==> config.mk <==
export PLATFORM = sky130hd
export DESIGN_NAME = bcd_sum_display
export DESIGN_NICKNAME = d
export VERILOG_FILES = /design/src/rtl/bcd_sum_display.sv
export SDC_FILE = /design/constraint.sdc
export NUM_CORES = 1
export LEC_CHECK = 0
export CORE_MARGIN = 2
export CORE_UTILIZATION = 30
export DETAILED_ROUTE_END_ITERATION = 16
export GPL_TIMING_DRIVEN = 1
export SYNTH_ARGS = -nofsm -noshare
export SYNTH_HDL_FRONTEND = slang
export SYNTH_SLANG_ARGS = --single-unit
export TNS_END_PERCENT = 30
==> constraint.sdc <==
create_clock -name clk -period 4.5 [get_ports clk]
set_input_delay 0.9 -clock clk [delete_from_list [all_inputs] [get_ports clk]]
set_output_delay 0.9 -clock clk [all_outputs]
set_load 0.1 [all_outputs]
==> src/rtl/bcd_sum_display.sv <==
// rtl/bcd_sum_display.sv - latched BCD adder operands/result on a 4-digit multiplexed 7-segment display
module bcd_sum_display #(
    parameter int REFRESH_DIV = 50000,
    parameter bit BLANK_LZ    = 1'b1
) (
    input  logic       clk,
    input  logic       rst,
    input  logic       load,
    input  logic [3:0] a,
    input  logic [3:0] b,
    input  logic [3:0] s,
    input  logic       c,
    output logic [6:0] seg,
    output logic [3:0] an,
    output logic       bcd_err
);

    localparam int PW = (REFRESH_DIV > 1) ? $clog2(REFRESH_DIV) : 1;
    localparam logic [PW-1:0] PRESC_LAST = PW'(REFRESH_DIV - 1);
    localparam logic [6:0] SEG_BLANK = 7'h7F;

    logic [PW-1:0] presc_q, presc_d;
    logic [1:0]    idx_q, idx_d;
    logic [3:0]    a_q, a_d;
    logic [3:0]    b_q, b_d;
    logic [3:0]    s_q, s_d;
    logic          c_q, c_d;
    logic          err_q, err_d;
    logic [6:0]    seg_q, seg_d;
    logic [3:0]    an_q, an_d;
    logic          wrap;
    logic [3:0]    digit;
    logic          blank;

    // Active-low encoding; anything above 9 renders as 'E'.
    function automatic logic [6:0] encode(input logic [3:0] d);
        logic [6:0] p;
        case (d)
            4'd0:    p = 7'h40;
            4'd1:    p = 7'h79;
            4'd2:    p = 7'h24;
            4'd3:    p = 7'h30;
            4'd4:    p = 7'h19;
            4'd5:    p = 7'h12;
            4'd6:    p = 7'h02;
            4'd7:    p = 7'h78;
            4'd8:    p = 7'h00;
            4'd9:    p = 7'h10;
            default: p = 7'h06;
        endcase
        return p;
    endfunction

    // Prescaler, scan index and operand latch next-state.
    always_comb begin
        wrap    = (presc_q == PRESC_LAST);
        presc_d = wrap ? '0 : presc_q + 1'b1;
        idx_d   = wrap ? idx_q + 2'd1 : idx_q;
        a_d     = a_q;
        b_d     = b_q;
        s_d     = s_q;
        c_d     = c_q;
        err_d   = err_q;
        if (load) begin
            a_d   = a;
            b_d   = b;
            s_d   = s;
            c_d   = c;
            // Flag is judged on the incoming values so it tracks the latch edge.
            err_d = (a > 4'd9) || (b > 4'd9) || (s > 4'd9);
        end
    end

    // Digit selection for the current scan slot; anode and pattern derive from the same index.
    always_comb begin
        blank = 1'b0;
        case (idx_q)
            2'd0:    digit = s_q;
            2'd1:    begin
                         digit = {3'b000, c_q};
                         blank = BLANK_LZ && !c_q;
                     end
            2'd2:    digit = b_q;
            default: digit = a_q;
        endcase
        an_d  = ~(4'b0001 << idx_q);
        seg_d = blank ? SEG_BLANK : encode(digit);
    end

    // All state, with outputs registered together so anode and pattern switch on one edge.
    always_ff @(posedge clk or posedge rst) begin
        if (rst) begin
            presc_q <= '0;
            idx_q   <= 2'd0;
            a_q     <= 4'd0;
            b_q     <= 4'd0;
            s_q     <= 4'd0;
            c_q     <= 1'b0;
            err_q   <= 1'b0;
            seg_q   <= SEG_BLANK;
            an_q    <= 4'hF;
        end else begin
            presc_q <= presc_d;
            idx_q   <= idx_d;
            a_q     <= a_d;
            b_q     <= b_d;
            s_q     <= s_d;
            c_q     <= c_d;
            err_q   <= err_d;
            seg_q   <= seg_d;
            an_q    <= an_d;
        end
    end

    assign seg     = seg_q;
    assign an      = an_q;
    assign bcd_err = err_q;

endmodule

==> results of run 1 <==
## flip-flops by register name, indices dropped and copies added (netlist names)
register  cells
seg           7
s_q           4
an            4
bcd_err       1
idx_q         2
c_q           1
b_q           4
presc_q      16
a_q           4
## routing by layer
layer  GRT usage  wire length (um)
met1       0.156              1930
met2       0.164              1700
met3      0.0265               121
met4      0.0469                71
met5           0                 0
## worst min path at each step
| stage | endpoint | slack [ns] | cells past startpoint |
|---|---|---|---|
| finish | presc_q[0] | 0.46 | 1 |
| global route | presc_q[0] | 0.49 | 1 |
| CTS | presc_q[0] | 0.46 | 1 |
| detailed placement | presc_q[0] | 0.45 | 1 |
| global placement | presc_q[0] | 0.44 | 1 |
| floorplan | presc_q[0] | 0.42 | 1 |
## layout by cell type (no fill, tap or decap), drive strengths merged, types with 2 or more instances in the layout
master / Yosys / layout
a21oi: 3 / 3
a22oi: 2 / 2
and3: 2 / 2
and4: 2 / 2
clkbuf: 3 / 6
clkdlybuf4s50: 0 / 27
dfrtp: 32 / 32
dfstp: 11 / 11
ha: 11 / 11
inv: 14 / 14
mux2: 13 / 13
mux2i: 5 / 5
nand2: 12 / 12
nand3: 5 / 5
nand4: 6 / 6
nor2: 9 / 9
o21ai: 14 / 14
or3: 2 / 2
xnor2: 6 / 6
xor2: 5 / 5
## cells by family (layout without fill, tap and decap cells)
family,after synthesis,in the layout,share of synthesized area
AO/OA/AOI/OAI,30,30,0.0937
XOR/XNOR,11,11,0.0466
adder cells (fa/ha/maj),11,11,0.0665
buffers and inverters,19,50,0.0387
flip-flops,43,43,0.527
multiplexers,18,18,0.0949
AND/OR/NAND/NOR,47,47,0.133
## stage by stage
step	power, W	utilization	cells
6_report	0.000835	0.373	290
5_1_grt	0.000877	0.373	290
4_1_cts	0.000848	0.373	290
3_5_place_dp	0.000604	0.360	282
3_3_place_gp	0.000602	0.360	282
2_1_floorplan	0.000558	-	179
## area by class of cell
cell class                      instances  area (sq um)  share of cell area
Sequential cell                        43          1090               0.435
Multi-Input combinational cell        117           900               0.359
Timing Repair Buffer                   28           278               0.111
Tap cell                               80           100              0.0400
Clock buffer                            6          72.6              0.0290
Inverter                               14          52.6              0.0210
Clock inverter                          2          12.5             0.00500
## power groups by stage
stage               Clock (W)  Combinational (W)  Sequential (W)
global placement            0           0.000171        0.000431
CTS                  0.000251           0.000172        0.000424
detailed placement          0           0.000172        0.000432
global route         0.000269           0.000181        0.000427
finish               0.000240           0.000170        0.000424
floorplan                   0          0.0000529        0.000506
==> impl_metrics.tcl, run 1 <==
set metrics [dict create \
    rows 30 \
    syn_nets 206 \
    p_seq_frac 0.508 \
    drt_iter0_drc 69 \
    grt_use_total 0.111 \
    core-area_sq_um 6720 \
    crit_path_max_fanout 1 \
    synthCells 179 \
    post-place-ws_ns 1.97 \
    synth_common_cells "dfrtp_1, inv_1, mux2_2, nand2_1, o21ai_0" \
    setup.worst_path.end "seg[4]" \
    ys_seq_area_frac 0.527 \
    async_reset_ff_frac 1.00 \
    synthDominantCellAreaShare 0.387 \
    worstSetupStartpoint "seg[4]" \
    via_count 1367 \
    clk_latency_ns 0.29 \
    postSynthAreaPerCell_sq_um 11.6 \
    min_period_ns 2.84 \
    ys_ff_latch 43 \
    dr.pass1.iters 4 \
    viasPerCell 4.71 \
    reg2reg_depth 10 \
    cts_tree "yes" \
    synth_edf_count 0 \
    maxSlewViolCount 0 \
    clock_power_share 0.288 \
    fill_cells 679 \
    crit_type "reg -> out" \
    ant_nets 0 \
    reg2reg_from "idx_q[0]" \
    r2r_setup_slack_ns 2.17 \
    port_buffers 27 \
    p_int_w 0.000578 \
    cp-start-kind "register" \
    cts_buffers 5 \
    die-area_sq_um 7580 \
    place.gp.congestion 0.740 \
    worstPathArrival_ns 1.94 \
    fin_setup_tns_ns 0 \
    insertedDiodeCount 0 \
    min_from "presc_q[0]" \
    p_per_area_nw_per_um2 333 \
    start_util 0.308 \
    fin_hold_ws_ns 0.458 \
    fin_ws_ns 1.66 \
    root_buffer "clkbuf_8" \
    dp_hpwl_mm 2.74 \
    final-hold-violation-count 0 \
    worst_setup_path_end_kind "primary output" \
    crit_buf_inv 1 \
    wire_per_inst_um 13.2 \
    yosysTopAreaCell "dfrtp_1" \
    drc 0 \
    cp_top_family "buffers and inverters" \
    fin_skew_ns 0.00780 \
    crit_path_cell_trace "clkdlybuf4s50_1" \
    nets 236 \
    design_area_sq_um 2500 \
    drive_gt1_frac 0.167 \
    postCtsSetupRepairBufs 0 \
    cts_num_sinks 43 \
    grt_pass1_wl_mm 6.50 \
    placed_area_sq_um 2420 \
    drt_wl_total_mm 3.82 \
    synth_ff_type "dfrtp_1" \
    power_frac_comb 0.204 \
    synthTopCellsByArea "dfrtp_1, dfstp_2, mux2_2" \
    rsz0062_at_grt "no" \
    required_ns 3.60 \
    gr-total-overflow 0 \
    die_w_um 87.1 \
    synth_area_sq_um 2070 \
    r2r_end "seg[4]" \
    ios 28 \
    antenna_found_initial 0 \
    area_growth_pct 21.0 \
    p_sw_w 0.000256 \
    hp-class "reg -> reg" \
    die_h_um 87.1 \
    clockBufferDepth 2 \
    clk_pin_slew_ns 0.09 \
    cts_max_level 2 \
    p_leak_nw 1.08 \
    max_freq_ghz 0.352 \
    max_stage_delay_ns 1.12 \
    sw_frac_of_total 0.307 \
    grt_pass1_vias 1326 \
    slew-limit-headroom 0.326 \
    hold_buffers 0 \
    crit_cells 1 \
    fin_crit_sh 0.632 \
    slowest_stage "clkdlybuf4s50_1" \
    cap_violations 0 \
    outcome "complete, no violations" \
    synth-warning-count 0 \
    synth.most_common_cell "dfrtp_1" \
    synth_cell_types 43 \
    cts.repair.resized 0 \
    worst_pin_slew_ns 1.01 \
    ir_worst_vdd_mv 0.141 \
    setup_viol 0 \
    grt_max_degree 27 \
]
No activity file was read; power rests on OpenSTA's default activity.
==> run 2: changes to the inputs <==
==> constraint.sdc (replaced) <==
create_clock -name clk -period 2.4 [get_ports clk]
set_input_delay 0.48 -clock clk [delete_from_list [all_inputs] [get_ports clk]]
set_output_delay 0.48 -clock clk [all_outputs]
set_load 0.1 [all_outputs]
==> run 2 against run 1 <==
Compared with the run above:
- first-iteration DRC count is 10% lower
- worst hold slack got worse by 0.0055 ns
- via count down 0.88%
- cell count grew 0.69%
- largest cell class unchanged
- critical path type is now reg -> reg
- sequential share of layout area hardly changed
==> impl_metrics.tcl, run 2 (same netlist as run 1, synthesis figures left out) <==
set metrics [dict create \
    max_stage_delay_ns 0.40 \
    die_h_um 87.1 \
    gr-total-overflow 0 \
    viasPerCell 4.64 \
    rows 30 \
    final_common_cell "dfrtp_1" \
    dp_hpwl_mm 2.67 \
    cap_violations 0 \
    worst_setup_path_end_kind "register" \
    worstPathArrival_ns 2.45 \
    grt_pass1_vias 1366 \
    hp-class "reg -> reg" \
    area_growth_pct 21.1 \
    maxSlewViolCount 0 \
    crit_type "reg -> reg" \
    final_cell_mix "dfrtp_1, clkdlybuf4s50_1, buf_4, inv_1, mux2_2" \
    start_util 0.308 \
    fin_crit_sh 0.922 \
    clk_pin_slew_ns 0.08 \
    outcome "complete, no violations" \
    ant_nets 0 \
    grt_use_total 0.112 \
    wire_per_inst_um 12.5 \
    min_period_ns 2.21 \
    antenna_found_initial 0 \
    slowest_stage "dfrtp_1" \
    largest-register "presc_q" \
    crit_path_cell_trace "inv_1 -> ha_2 -> a22oi_1 -> nand2_1 -> mux2_2 -> ha_1 -> mux2i_1 -> nor2_1 -> a211o_1 -> a21o_1" \
    clockBufferDepth 2 \
    ir_worst_vdd_mv 0.185 \
    p_per_area_nw_per_um2 635 \
    cp-start-kind "register" \
    clk_latency_ns 0.29 \
    grt_pass1_wl_mm 6.51 \
    cts_buffers 5 \
    drt_iter0_drc 62 \
    via_count 1355 \
    setup_viol 0 \
    p_leak_nw 1.10 \
    die-area_sq_um 7580 \
    nets 238 \
    insertedDiodeCount 0 \
    cp_top_family "compound AO/OA/AOI/OAI gates" \
    rsz0062_at_grt "no" \
    port_buffers 27 \
    crit_path_max_fanout 6 \
    ios 28 \
    max_freq_ghz 0.452 \
    drive_gt1_frac 0.241 \
    cts_num_sinks 43 \
    post-route-util 0.373 \
    place.gp.congestion 0.754 \
    largest_reg_flops 16 \
    dr.pass1.iters 4 \
    die_w_um 87.1 \
    fin_setup_tns_ns 0 \
    final-hold-violation-count 0 \
    drt_wl_total_mm 3.66 \
    worst_pin_slew_ns 0.599 \
    drc 0 \
    dp.cells 284 \
    grt_max_degree 44 \
    fin_skew_ns 0.0116 \
    crit_buf_inv 1 \
    cts_max_level 2 \
    hold_buffers 0 \
    root_buffer "clkbuf_8" \
    required_ns 2.64 \
    core-area_sq_um 6720 \
    slew-limit-headroom 0.600 \
    final-instance-count-excl-fill 292 \
    cts_tree "yes" \
]
run 2: metrics by stage:
stage	power, W	hold slack, ns	cell area (sq um)	worst slack [ns]
finish	0.00159	0.453	2510	0.187
global route	0.00168	0.475	2510	0.0453
CTS	0.00162	0.454	2500	0.121
detailed placement	0.00113	0.443	2400	0.126
global placement	0.00113	0.441	2400	0.193
floorplan	0.00105	0.422	2070	0.307
run 2: path summary, 6_finish.rpt:
path	from	endpoint	depth (start not counted)	slack [ns]
max	idx_q[0]	seg[4]	10	0.19
min	presc_q[0]	presc_q[0]	1	0.45
max reg2reg	idx_q[0]	seg[4]	10	0.19
min reg2reg	presc_q[0]	presc_q[0]	1	0.45
max in group asynchronous	rst	an[0]	3	1.41
min in group asynchronous	rst	presc_q[2]	3	0.62
run 2: worst reg2reg max path: cells and delay by family (launching register included):
| family | cells | cell delay [ns] |
|---|---|---|
| AO/OA/AOI/OAI | 3 | 0.59 |
| adder cells (fa/ha/maj) | 2 | 0.46 |
| buffers and inverters | 1 | 0.11 |
| flip-flops | 1 | 0.40 |
| multiplexers | 2 | 0.45 |
| AND/OR/NAND/NOR | 2 | 0.15 |
run 2: per-layer routing:
layer  up-vias  track usage  share of wire  wire length (um)
li1        694            -              -                 -
met1       638        0.161           0.54              1970
met2        18        0.152           0.41              1500
met3         5       0.0360          0.036               132
met4         0       0.0469          0.017                63
met5         -            0              0                 0
run 2: layout make-up:
cell class              instances  area (sq um)
fillers                       639          4210
flip-flops and latches         43          1090
multi-input cells             117           902
repair buffers                 30           263
well taps                      80           100
clock buffers                   6          82.6
inverters                      14          52.6
clock inverters                 2          16.3
run 2: power breakdown:
part	internal, W	switching, W	total [W]	leakage [nW]
clock network	0.000235	0.000244	0.000479	0.0474
registers	0.000776	0.0000215	0.000798	0.515
logic	0.0000998	0.000215	0.000315	0.542
total	0.00111	0.000480	0.00159	1.10
run 2: timing repair:
action,CTS,global route
setup endpoints to repair,0,1
gates resized for setup,0,1
setup buffers,0,0
